$ cat config.mk
export PLATFORM = sky130hd
export DESIGN_NAME = cpu_sdr_bridge
export DESIGN_NICKNAME = d
export VERILOG_FILES = /design/src/rtl/cpu_sdr_bridge.sv
export SDC_FILE = /design/constraint.sdc
export NUM_CORES = 1
export LEC_CHECK = 0
export CORE_MARGIN = 5
export CORE_UTILIZATION = 55
export DETAILED_ROUTE_END_ITERATION = 12
export GPL_ROUTABILITY_DRIVEN = 0
export PLACE_DENSITY = 0.79
export RECOVER_POWER = 100
export REMOVE_ABC_BUFFERS = 1
export SYNTH_ARGS = -nofsm -noshare
export SYNTH_HDL_FRONTEND = slang
export SYNTH_SLANG_ARGS = --single-unit
$ cat constraint.sdc
create_clock -name clk -period 10.5 [get_ports clk]
set_clock_uncertainty 0.1 [all_clocks]
set_input_delay 1.575 -clock clk [delete_from_list [all_inputs] [get_ports clk]]
set_output_delay 1.575 -clock clk [all_outputs]
set_load 0.05 [all_outputs]
$ cat src/rtl/cpu_sdr_bridge.sv
// rtl/cpu_sdr_bridge.sv - V30 bus to toggle-handshake SDRAM bridge with posted-write FIFO
module cpu_sdr_bridge #(
    parameter int ADDR_W      = 20,
    parameter int SDR_ADDR_W  = 25,
    parameter int WBUF_DEPTH  = 4,
    parameter int POST_WRITES = 1
) (
    input  logic                  clk,
    input  logic                  reset_n,
    input  logic                  bus_read,
    input  logic                  bus_write,
    input  logic [ADDR_W-1:0]     bus_addr,
    input  logic [1:0]            bus_be,
    input  logic [15:0]           bus_dout,
    input  logic                  region_hit,
    input  logic [SDR_ADDR_W-1:0] region_addr,
    input  logic                  region_writable,
    output logic [15:0]           rd_data,
    output logic                  stall,
    output logic [SDR_ADDR_W-1:0] sdr_addr,
    output logic [15:0]           sdr_din,
    output logic [1:0]            sdr_wr_sel,
    output logic                  sdr_req,
    input  logic                  sdr_ack,
    input  logic [15:0]           sdr_dout,
    output logic [4:0]            wbuf_level
);

    typedef enum logic [1:0] {IDLE, WR_ACT, RD_WAIT, RD_ACT} state_t;

    localparam int   PW     = (WBUF_DEPTH > 1) ? $clog2(WBUF_DEPTH) : 1;
    localparam logic POSTED = (POST_WRITES != 0);

    state_t state_q, state_d;

    logic read_d, write_d;
    logic read_edge, write_edge, wr_acc, rd_acc, ack_match;
    logic fifo_empty, fifo_full;
    logic pop, push, issue_wr, issue_rd, wr_from_bus, rd_from_bus;
    logic wr_busy_q;
    logic [SDR_ADDR_W-1:0] rd_addr_q;
    logic rd_odd_q;
    logic [15:0] wr_data_sh;
    logic [1:0]  wr_sel_sh;
    logic unused_addr_bits;

    logic [SDR_ADDR_W-1:0] wbuf_addr [WBUF_DEPTH];
    logic [15:0]           wbuf_data [WBUF_DEPTH];
    logic [1:0]            wbuf_sel  [WBUF_DEPTH];
    logic [PW-1:0]         wr_ptr, rd_ptr;

    logic                  skid_valid;
    logic [SDR_ADDR_W-1:0] skid_addr;
    logic [15:0]           skid_data;
    logic [1:0]            skid_sel;
    logic [SDR_ADDR_W-1:0] push_addr;
    logic [15:0]           push_data;
    logic [1:0]            push_sel;

    function automatic logic [PW-1:0] ptr_inc(input logic [PW-1:0] p);
        return (p == PW'(WBUF_DEPTH - 1)) ? '0 : p + PW'(1);
    endfunction

    assign unused_addr_bits = ^bus_addr[ADDR_W-1:1];

    assign read_edge  = bus_read & ~read_d;
    assign write_edge = bus_write & ~write_d;
    assign wr_acc     = write_edge & region_hit & region_writable;
    // A simultaneous read and write edge is a write; the read is dropped.
    assign rd_acc     = read_edge & region_hit & ~write_edge;
    assign ack_match  = (sdr_ack == sdr_req);
    assign fifo_empty = (wbuf_level == 5'd0);
    assign fifo_full  = (wbuf_level == 5'(WBUF_DEPTH));

    assign wr_data_sh = bus_addr[0] ? {bus_dout[7:0], 8'h00} : bus_dout;
    assign wr_sel_sh  = bus_addr[0] ? {bus_be[0], 1'b0}      : bus_be;

    // A write arriving at a full FIFO waits in the skid register until the next pop frees a slot.
    assign push      = skid_valid ? pop : (POSTED & wr_acc & (~fifo_full | pop));
    assign push_addr = skid_valid ? skid_addr : region_addr;
    assign push_data = skid_valid ? skid_data : wr_data_sh;
    assign push_sel  = skid_valid ? skid_sel  : wr_sel_sh;

    assign stall = rd_acc | (state_q == RD_WAIT) | (state_q == RD_ACT) |
                   (POSTED ? ((wr_acc & fifo_full & ~pop) | skid_valid)
                           : (wr_acc | (state_q == WR_ACT)));

    always_ff @(posedge clk or negedge reset_n) begin
        if (!reset_n) state_q <= IDLE;
        else          state_q <= state_d;
    end

    always_comb begin
        state_d = state_q;
        case (state_q)
            IDLE: begin
                if (issue_wr)      state_d = rd_acc ? RD_WAIT : WR_ACT;
                else if (issue_rd) state_d = RD_ACT;
            end
            WR_ACT: begin
                if (rd_acc)         state_d = RD_WAIT;
                else if (ack_match) state_d = IDLE;
            end
            RD_WAIT: if (issue_rd)  state_d = RD_ACT;
            RD_ACT:  if (ack_match) state_d = IDLE;
            default: state_d = IDLE;
        endcase
    end

    // RD_WAIT keeps draining the FIFO itself; wr_busy_q tracks its in-flight write.
    always_comb begin
        pop         = 1'b0;
        issue_wr    = 1'b0;
        issue_rd    = 1'b0;
        wr_from_bus = 1'b0;
        rd_from_bus = 1'b0;
        case (state_q)
            IDLE: begin
                if (!fifo_empty) begin
                    pop      = 1'b1;
                    issue_wr = 1'b1;
                end else if (!POSTED && wr_acc) begin
                    issue_wr    = 1'b1;
                    wr_from_bus = 1'b1;
                end else if (rd_acc) begin
                    issue_rd    = 1'b1;
                    rd_from_bus = 1'b1;
                end
            end
            RD_WAIT: begin
                if (!wr_busy_q) begin
                    if (!fifo_empty) begin
                        pop      = 1'b1;
                        issue_wr = 1'b1;
                    end else begin
                        issue_rd = 1'b1;
                    end
                end
            end
            default: ;
        endcase
    end

    always_ff @(posedge clk) begin
        if (push) begin
            wbuf_addr[wr_ptr] <= push_addr;
            wbuf_data[wr_ptr] <= push_data;
            wbuf_sel[wr_ptr]  <= push_sel;
        end
    end

    always_ff @(posedge clk or negedge reset_n) begin
        if (!reset_n) begin
            read_d     <= 1'b0;
            write_d    <= 1'b0;
            wr_busy_q  <= 1'b0;
            rd_addr_q  <= '0;
            rd_odd_q   <= 1'b0;
            rd_data    <= '0;
            sdr_addr   <= '0;
            sdr_din    <= '0;
            sdr_wr_sel <= '0;
            sdr_req    <= 1'b0;
            wr_ptr     <= '0;
            rd_ptr     <= '0;
            wbuf_level <= '0;
            skid_valid <= 1'b0;
            skid_addr  <= '0;
            skid_data  <= '0;
            skid_sel   <= '0;
        end else begin
            read_d  <= bus_read;
            write_d <= bus_write;

            if (issue_wr)       wr_busy_q <= 1'b1;
            else if (ack_match) wr_busy_q <= 1'b0;

            if (rd_acc) begin
                rd_addr_q <= region_addr;
                rd_odd_q  <= bus_addr[0];
            end

            if (issue_wr) begin
                sdr_addr   <= wr_from_bus ? region_addr : wbuf_addr[rd_ptr];
                sdr_din    <= wr_from_bus ? wr_data_sh  : wbuf_data[rd_ptr];
                sdr_wr_sel <= wr_from_bus ? wr_sel_sh   : wbuf_sel[rd_ptr];
                sdr_req    <= ~sdr_req;
            end else if (issue_rd) begin
                sdr_addr   <= rd_from_bus ? region_addr : rd_addr_q;
                sdr_wr_sel <= 2'b00;
                sdr_req    <= ~sdr_req;
            end

            if (state_q == RD_ACT && ack_match)
                rd_data <= rd_odd_q ? {8'h00, sdr_dout[15:8]} : sdr_dout;

            if (push) wr_ptr <= ptr_inc(wr_ptr);
            if (pop)  rd_ptr <= ptr_inc(rd_ptr);
            case ({push, pop})
                2'b10:   wbuf_level <= wbuf_level + 5'd1;
                2'b01:   wbuf_level <= wbuf_level - 5'd1;
                default: ;
            endcase

            if (skid_valid) begin
                if (pop) skid_valid <= 1'b0;
            end else if (POSTED && wr_acc && fifo_full && !pop) begin
                skid_valid <= 1'b1;
                skid_addr  <= region_addr;
                skid_data  <= wr_data_sh;
                skid_sel   <= wr_sel_sh;
            end
        end
    end

endmodule

After elaboration in Yosys (flattened, before gate mapping)
Memories as Yosys holds them, arrays and structs flattened. A register that Yosys moved wholly into a read port is not among the register bits.
Cells that the tools add are included.
Word-level totals
  register bits after elaboration: 128
  bits in writable memories: 172
  input port bits: 86
  output and inout bits: 66
  logic and storage cells: 104
  memories kept: 3
Memory list
  wbuf_addr: words 4, bits a word 25, rd ports 1, clocked after Yosys merged registers in 0, write ports 1, line 47  | logic [SDR_ADDR_W-1:0] wbuf_addr [WBUF_DEPTH];
  wbuf_data: words 4, bits a word 16, rd ports 1, clocked after Yosys merged registers in 1, write ports 1, line 48  | logic [15:0] wbuf_data [WBUF_DEPTH];
  wbuf_sel: words 4, bits a word 2, rd ports 1, clocked after Yosys merged registers in 0, write ports 1, line 49  | logic [1:0] wbuf_sel [WBUF_DEPTH];
Operators by class
  $add $sub $neg: 4
  equality and inequality tests: 9
  mux-type cells: 39
  bitwise logic cells: 21
  reductions and logical operators: 11
Operator list (number)
  two-way mux 25 bit: 4
  two-way mux 16 bit: 3
  two-way mux 2 bit: 11
  two-way mux 1 bit: 17
  equality test 2 bit, second input constant: 5
  case mux 5 bit (2 select lines): 1
  bitwise AND 1 bit: 9
  case mux 2 bit (4 select lines): 1
  NOT 1 bit: 7
  nonzero test 2 bit: 3
  adder 5 x 1 -> 5 bit, second input constant: 1
  equality test 5 x 3 -> 1 bit, second input constant: 1
  zero test 5 bit: 1
  bitwise OR 1 bit: 5
  subtractor 5 x 1 -> 5 bit, second input constant: 1
  adder 2 x 1 -> 2 bit, second input constant: 2
  equality test 2 x 1 -> 1 bit, second input constant: 2
  case mux 1 bit (2 select lines): 2
  logical AND 1 bit: 3
  zero test 1 bit: 2
  zero test 2 bit: 1
  AND reduction 2 bit: 1
  equality test 1 bit: 1

Longest topological paths before layout
Gate-level depths: netlist of run 1.
  depth after elaboration: 10
  mapped depth: 15
  mapped depth without buffers: 13

Worst setup path before layout of run 1
No wires, ideal clock.
  kind: input port to output port
  from: input bus_write
  to: output stall
  arrival: 2944 ps
  required time: 8825 ps
  setup slack: 5881 ps
  stages: 6
  path through: nor2b_1 nor3_2 buf_2 buf_2 nor2_1 o211ai_1
On the way
  word-level cells in the longest chain between the ends: 7
  elaborated cells between the ends (all ways): 11
  those cells by class: bitwise: 11
Ends and longest elaborated chain
  start: declaration: line 11  | input logic bus_write,
  bitwise AND 1 bit (*): line 67  | assign write_edge = bus_write & ~write_d;
  bitwise AND 1 bit (2 in series): line 68  | assign wr_acc = write_edge & region_hit & region_writable;
  bitwise AND 1 bit (2 in series): line 85  | (POSTED ? ((wr_acc & fifo_full & ~pop) | skid_valid)
  bitwise OR 1 bit: line 85
  bitwise OR 1 bit (*): line 84  | assign stall = rd_acc | (state_q == RD_WAIT) | (state_q == RD_ACT) |
  end: declaration: line 19  | output logic stall,
Mark *: on every way between the ends. The rest lies on a longest branch, timed or not.

Final worst setup path of run 1
  from: input bus_write
  to: register sdr_addr[3]
On the way
  word-level cells in the longest chain between the ends: 9
  elaborated cells between the ends (all ways): 11
  those cells by class: mux: 7; bitwise: 3; reduce/logical: 1
Ends and longest elaborated chain
  bitwise AND 1 bit (*): line 67
  NOT 1 bit (*): line 70  | assign rd_acc = read_edge & region_hit & ~write_edge;
  bitwise AND 1 bit (*): line 70
  two-way mux 1 bit (*): line 125  | end else if (rd_acc) begin
  two-way mux 1 bit (*): line 119  | if (!fifo_empty) begin
  two-way mux 1 bit: line 117  | case (state_q)
  two-way mux 25 bit: line 189  | sdr_addr <= rd_from_bus ? region_addr : rd_addr_q;
  two-way mux 25 bit: line 188  | end else if (issue_rd) begin
  two-way mux 25 bit: line 183  | if (issue_wr) begin
  end signal: assignment: line 184  | sdr_addr <= wr_from_bus ? region_addr : wbuf_addr[rd_ptr];
  end signal: assignment: line 189
  end: declaration: line 20  | output logic [SDR_ADDR_W-1:0] sdr_addr,
Mark *: on every way between the ends. The rest lies on a longest branch, timed or not. The select of a mux whose other input is x is not followed.
A chain may end at the register's enable or synchronous reset.

==> results of run 1 <==
-- cells in the mapped netlist (all sizes together) --
cell type	number	share of area, %
a211oi	1	0.057
nand4	1	0.048
xor2	6	0.40
o21ai	29	1.1
and3	1	0.048
o31ai	27	1.6
or4b	1	0.10
nor4b	1	0.18
mux2	106	9.1
nand2	121	3.5
o22ai	25	2.1
a222oi	2	0.15
nand3	2	0.076
a21boi	1	0.086
a22o	2	0.13
nand2b	9	0.43
mux2i	8	0.61
a21o	2	0.11
nor3	29	1.2
buf	26	1.2
nor2b	5	0.24
a21oi	4	0.15
ha	8	0.76
mux4	43	7.4
inv	7	0.20
nor2	9	0.28
or3	1	0.048
clkbuf	28	0.80
nand3b	10	0.57
o211ai	2	0.11
and4b	1	0.076
edfxtp	172	39
xnor2	4	0.27
dfrtp	144	27
-- final cells by class --
class	count	area [um2]	share of cell area, %
Clock buffer	39	825.8	5.274
Clock inverter	19	209.0	1.335
Inverter	7	26.28	0.1678
Multi-Input combinational cell	461	4056	25.91
Sequential cell	316	8773	56.03
Tap cell	319	399.1	2.549
Timing Repair Buffer	143	1368	8.734
-- worst min-delay path, cell delays in order, from the launching register on --
cell and delay, ps:
dfrtp_1 340, nand2_1 50, nand2_1 50
-- stage by stage --
| step | setup WS, ps | hold WS (ps) |
|---|---|---|
| 6_report | 3351 | 362.3 |
| 4_1_cts | 4881 | 370.6 |
| 3_5_place_dp | 4895 | 357.4 |
| 3_3_place_gp | 4906 | 349.4 |
| 2_1_floorplan | 5227 | 350.2 |
| 5_1_grt | 2812 | 392.4 |
-- cell families (layout without fill, tap and decap cells) --
family / Yosys count / in the layout
compound gates: 95 / 95
xor+xnor: 10 / 10
fa+ha+maj: 8 / 8
buf+inv: 61 / 208
flops: 316 / 316
mux: 157 / 157
simple gates: 191 / 191
-- cells in the final DEF (no fill, tap or decap), types with 29 or more instances in the layout --
cell type / count
clkbuf_16: 31
clkdlybuf4s50_1: 36
dfrtp_1: 142
dlygate4sd3_1: 95
edfxtp_1: 172
mux2_1: 42
mux2_2: 64
mux4_2: 43
nand2_1: 120
o21ai_0: 29
-- flip-flops by register name (all words and copies together), names as in the netlist --
| register | count |
|---|---|
| sdr_addr | 25 |
| write_d | 1 |
| wbuf_data | 64 |
| wr_ptr | 2 |
| skid_addr | 25 |
| rd_addr_q | 25 |
| wr_busy_q | 1 |
| sdr_req | 1 |
| wbuf_sel | 8 |
| wbuf_level | 5 |
| sdr_wr_sel | 2 |
| read_d | 1 |
| rd_ptr | 2 |
| rd_odd_q | 1 |
| skid_valid | 1 |
| skid_sel | 2 |
| state_q | 2 |
| wbuf_addr | 100 |
| rd_data | 16 |
| skid_data | 16 |
| sdr_din | 16 |
-- worst max-delay path by stage --
stage | cells past startpoint | slack (ps) | from | end
finish | 7 | 3350 | bus_write | sdr_addr[3]
global route | 8 | 2810 | bus_write | sdr_addr[10]
CTS | 7 | 4880 | bus_write | stall
detailed placement | 7 | 4900 | bus_write | stall
global placement | 7 | 4910 | bus_write | stall
floorplan | 4 | 5230 | bus_write | stall
-- power by group --
| group | switching (mW) | internal, mW |
|---|---|---|
| sequential | 0.0654 | 1.40 |
| clock | 0.459 | 0.657 |
| combinational | 0.428 | 0.203 |
-- per-layer routing --
metal	GRT usage, %	share of wire [%]	vias up
met5	0	0	-
met2	34.10	51	176
met4	3.856	1.2	0
met3	2.795	4.6	24
li1	-	-	3396
met1	28.60	43	3865
==> out/summary.txt, run 1 <==
Status: finished, violations left
Violated checks: max-capacitance violations, max-slew violations
MaxCap Viol Count: 14
Vias per inst: 5.722
Max-slew violation count: 437
Initial DRC count: 628
Headroom to the max-slew limit: -167.6%
Mapped Area: 0.01313 mm2
Slew @ Worst Pin: 4014 ps
Hold Vio Cnt, Final: 0
Nets: 1,054
Placement Cell Area: 0.01472 mm2
Crit path cell chain: dlygate4sd3_1 > nor2b_1 > nor3_4 > clkbuf_1 > o31ai_1 > clkbuf_1 > o31ai_1
Setup TNS: 0 ps
Clock Root Buffer: clkbuf_16
Die H: 164.5 um
Synth Area in Adders: 0.7621%
Die area: 0.02707 mm2
Maximum clock path buffer count: 3
Largest net degree at the start of global routing: 74
Layout cells sized above 1: 19.09%
Non-Filler Instances: 1,304
Min Tclk post-route: 7149 ps
FMAX: 139.9 MHz
R2R Path End: wbuf_addr[0][22]
Unique masters post-synth: 45
Worst Reg-to-Reg Cells: 3
CP Max Fanout: 32
Compound-Gate Fraction of Synth Area: 5.640%
CP top delay family: compound AO/OA/AOI/OAI gates
Tot GR Track Use: 20.17%
Post-synthesis xor/xnor area fraction: 0.6669%
Mean area per synthesized cell: 15.67 um2
CP max stage cell: o31ai_1
WL final: 26,860 um
YS warnings: 0
Sink Count: 316
Clock Pin Slew Worst Setup and Hold Paths: 60 ps
CTS tree: built
Vias: 7,461
Static leakage: 6.094 nW
Post-synthesis simple-gate area fraction: 6.859%
Worst-Skew Late Latency: 560 ps
Port Buffer Count: 132
Reg-to-reg slack, setup: 4220 ps
Post-DRT Antenna Nets: 0
1st-pass router iterations: 5
Area Overhead vs Synth: 19.21%
Initial antenna violation count: 0
Post-CTS Resized: 0
Drt wl/cell: 20.60 um
Main combinational cell family by area after synthesis: multiplexers
CTS buffer count: 31
CP endpoint kind: register
Post-route cell area: 0.01566 mm2
Fill count: 1,594
Min-delay src: rd_data[15]
Overflow after GRT: 0
Final setup vio count: 0
DIE WIDTH: 164.5 um
Fin crit share: 68.08%
Maximum vdd drop: 0.0001081 V
Max stage delay on crit path: 2790 ps
Hold crit path type: reg -> reg
Mux share of post-synthesis cell area: 17.07%
CP Buf/Inv Count: 3
Req. time, crit path: 10,780 ps
RR Startpoint: skid_valid
Vias in the first global route: 7,784
Crit Path Category: in -> reg
H-tree depth: 1
Post-CTS setup buffers: 0
Placed cell count: 1,246
# hold bufs at CTS: 0
Global-route wire length before repair: 42,760 um
Core ar.: 0.02347 mm2
FP Rows: 56
RSZ-0062 raised after global routing: false
Starting Density: 55.95%
Critical path launch point type: input port
Pwr Total: 3.211 mW
I/O pins: 152
Hold path depth: 2
Detailed-route DRC error count: 0
Pwr dens: 205.1 mW/mm2
Antenna Cells: 0
CP arrival: 7430 ps
Final core occ: 66.71%
Number of synthesized register bits: 316
HPWL after DPL: 16,010 um
Sequential cell area fraction in the yosys report: 66.76%
Worst hold endpoint: rd_data[15]
Synthesized netlist cell count: 838
Note: power is estimated with default switching activity, not from simulation.
==> inputs of run 2 (changes only) <==
==> constraint.sdc (replaced) <==
create_clock -name clk -period 7.45 [get_ports clk]
set_clock_uncertainty 0.1 [all_clocks]
set_input_delay 1.1175 -clock clk [delete_from_list [all_inputs] [get_ports clk]]
set_output_delay 1.1175 -clock clk [all_outputs]
set_load 0.05 [all_outputs]
==> out/summary.txt, run 2 (synthesized netlist as in run 1, its figures left out) <==
Initial antenna violation count: 0 (unchanged)
FMAX: 172.9 MHz
Initial DRC count: 558 (was 628)
CTS tree: built (unchanged)
Met2 GRT Util: 35.13% (was 34.10%)
HPWL after DPL: 16,060 um (was 16,010 um)
Hold crit path type: reg -> reg (unchanged)
Post-CTS Resized: 0 (unchanged)
Violated checks: max-capacitance violations, max-slew violations (unchanged)
Min-delay src: rd_data[14] (was rd_data[15])
R2R Path End: wbuf_addr[2][8] (was wbuf_addr[0][22])
Vias in the first global route: 7,914 (was 7,784)
Post-route cell area: 0.01557 mm2 (was 0.01566 mm2)
Nets: 1,054 (unchanged)
Largest registers: wbuf_addr x100, wbuf_data x64 (unchanged)
Die area: 0.02707 mm2 (unchanged)
1st-pass router iterations: 5 (unchanged)
Setup TNS: 0 ps (unchanged)
RR Startpoint: skid_valid (unchanged)
CP arrival: 5800 ps (was 7430 ps)
Min Tclk post-route: 5785 ps
Vias: 7,559 (was 7,461)
Most flops, register: wbuf_addr (unchanged)
Headroom to the max-slew limit: -177.2% (was -167.6%)
Final setup vio count: 0 (unchanged)
Slew @ Worst Pin: 4158 ps (was 4014 ps)
Hold path depth: 2 (unchanged)
Clock Pin Slew Worst Setup and Hold Paths: 60 ps (about the same)
Die H: 164.5 um (unchanged)
RSZ-0062 raised after global routing: false (unchanged)
Layout cells sized above 1: 19.09% (unchanged)
Hold Vio Cnt, Final: 0 (unchanged)
Critical path launch point type: register (was input port)
Req. time, crit path: 7470 ps (was 10,780 ps)
Post-DRT Antenna Nets: 0 (unchanged)
Maximum clock path buffer count: 3 (unchanged)
Max reg flops: 100 (unchanged)
Starting Density: 55.95% (unchanged)
Placement Cell Area: 0.01472 mm2 (unchanged)
Status: finished, violations left (unchanged)
Max-slew violation count: 364 (was 437)
I/O pins: 152 (unchanged)
FP Rows: 56 (unchanged)
Crit Path Category: reg -> reg (was in -> reg)
Pwr dens: 283.1 mW/mm2 (was 205.1 mW/mm2)
Clock Root Buffer: clkbuf_16 (unchanged)
Reg-to-reg slack, setup: 1670 ps (was 4220 ps)
# hold bufs at CTS: 0 (unchanged)
GR Layer Usage met3: 3.045% (was 2.795%)
H-tree depth: 1 (unchanged)
Worst hold endpoint: rd_data[14] (was rd_data[15])
Tot GR Track Use: 20.52% (was 20.17%)
Drt wl/cell: 20.93 um (was 20.60 um)
CP endpoint kind: register (unchanged)
Antenna Cells: 0 (unchanged)
Vias per inst: 5.797 (was 5.722)
Worst-Skew Late Latency: 550 ps (was 560 ps)
Post-CTS setup buffers: 0 (unchanged)
CP Max Fanout: 46 (was 32)
Pwr Total: 4.409 mW (was 3.211 mW)
Fin crit share: 77.65%
Global-route wire length before repair: 43,460 um (was 42,760 um)
Final core occ: 66.34% (was 66.71%)
Sink Count: 316 (unchanged)
Worst Reg-to-Reg Cells: 5 (was 3)
DIE WIDTH: 164.5 um (unchanged)
Met1 GRT Util: 28.16% (was 28.60%)
Commonest cells after routing, fill and taps aside: edfxtp_1, dfrtp_1, nand2_1 (unchanged)
Area Overhead vs Synth: 18.57% (was 19.21%)
Busiest grt layer: met2 (unchanged)
Port Buffer Count: 132 (unchanged)
CTS buffer count: 31 (unchanged)
Overflow after GRT: 0 (unchanged)
Core ar.: 0.02347 mm2 (unchanged)
MaxCap Viol Count: 9 (was 14)
Maximum vdd drop: 0.0001398 V (was 0.0001081 V)
WL final: 27,300 um (was 26,860 um)
Static leakage: 6.044 nW (was 6.094 nW)
Largest net degree at the start of global routing: 77 (was 74)
Most common cell after layout, fill and taps aside: edfxtp_1 (unchanged)
Detailed-route DRC error count: 0 (unchanged)
-- run 2: cell types whose count changed in the layout (fill, tap and decap cells not counted), sizes merged --
cell           previous run  this run
clkbuf                   48        55
clkinv                   13         7
buf                       3         6
clkdlybuf4s50            36        62
dlygate4sd3              95        69
clkinvlp                  1         0
bufinv                    4         1
-- run 2: per-layer routing --
metal  share of wire [%]  up-vias
li1                    -     3401
met1                  41     3880
met2                  51      238
met3                 5.8       40
met4                 1.7        0
met5                   0        -
-- run 2: worst max path at each step --
stage / from / end / slack [ps] / cells after the start
after floorplan: wbuf_level[1] / wbuf_addr[0][0] / 2280 / 6
after global placement: bus_write / stall / 2780 / 7
after detailed placement: bus_write / stall / 2770 / 7
after CTS: bus_write / stall / 2770 / 7
after global routing: skid_valid / wbuf_addr[0][19] / 1350 / 5
final: skid_valid / wbuf_addr[2][8] / 1670 / 5
-- run 2: layout make-up --
type | count | area, um2
well taps | 319 | 399.1
flip-flops and latches | 316 | 8773
inverters | 7 | 26.28
fillers | 1620 | 7900
clock inverters | 9 | 68.82
repair buffers | 143 | 1379
multi-input cells | 461 | 4053
clock buffers | 49 | 873.3
-- run 2: metrics by stage --
stage                     hold WS, ps  worst slack (ps)  std cells
final                           360.8              1665       1304
after global placement          350.6              2781       1246
after detailed placement        354.6              2774       1246
after floorplan                 350.2              2279        784
after global routing            389.6              1348       1304
after CTS                       368.3              2770       1304
-- run 2: critical path: stages, from the launching register on --
cell	delay [ps]
dfrtp_1	1190
inv_1	850
o211ai_1	160
a21boi_2	260
nor2b_1	1120
clkbuf_1	1650
-- run 2: where the power goes --
part	switching, mW	internal [mW]	total, mW	leakage (nW)
combinational	0.606	0.291	0.898	2.28
clock	0.616	0.834	1.45	0.458
sequential	0.0903	1.97	2.06	3.30
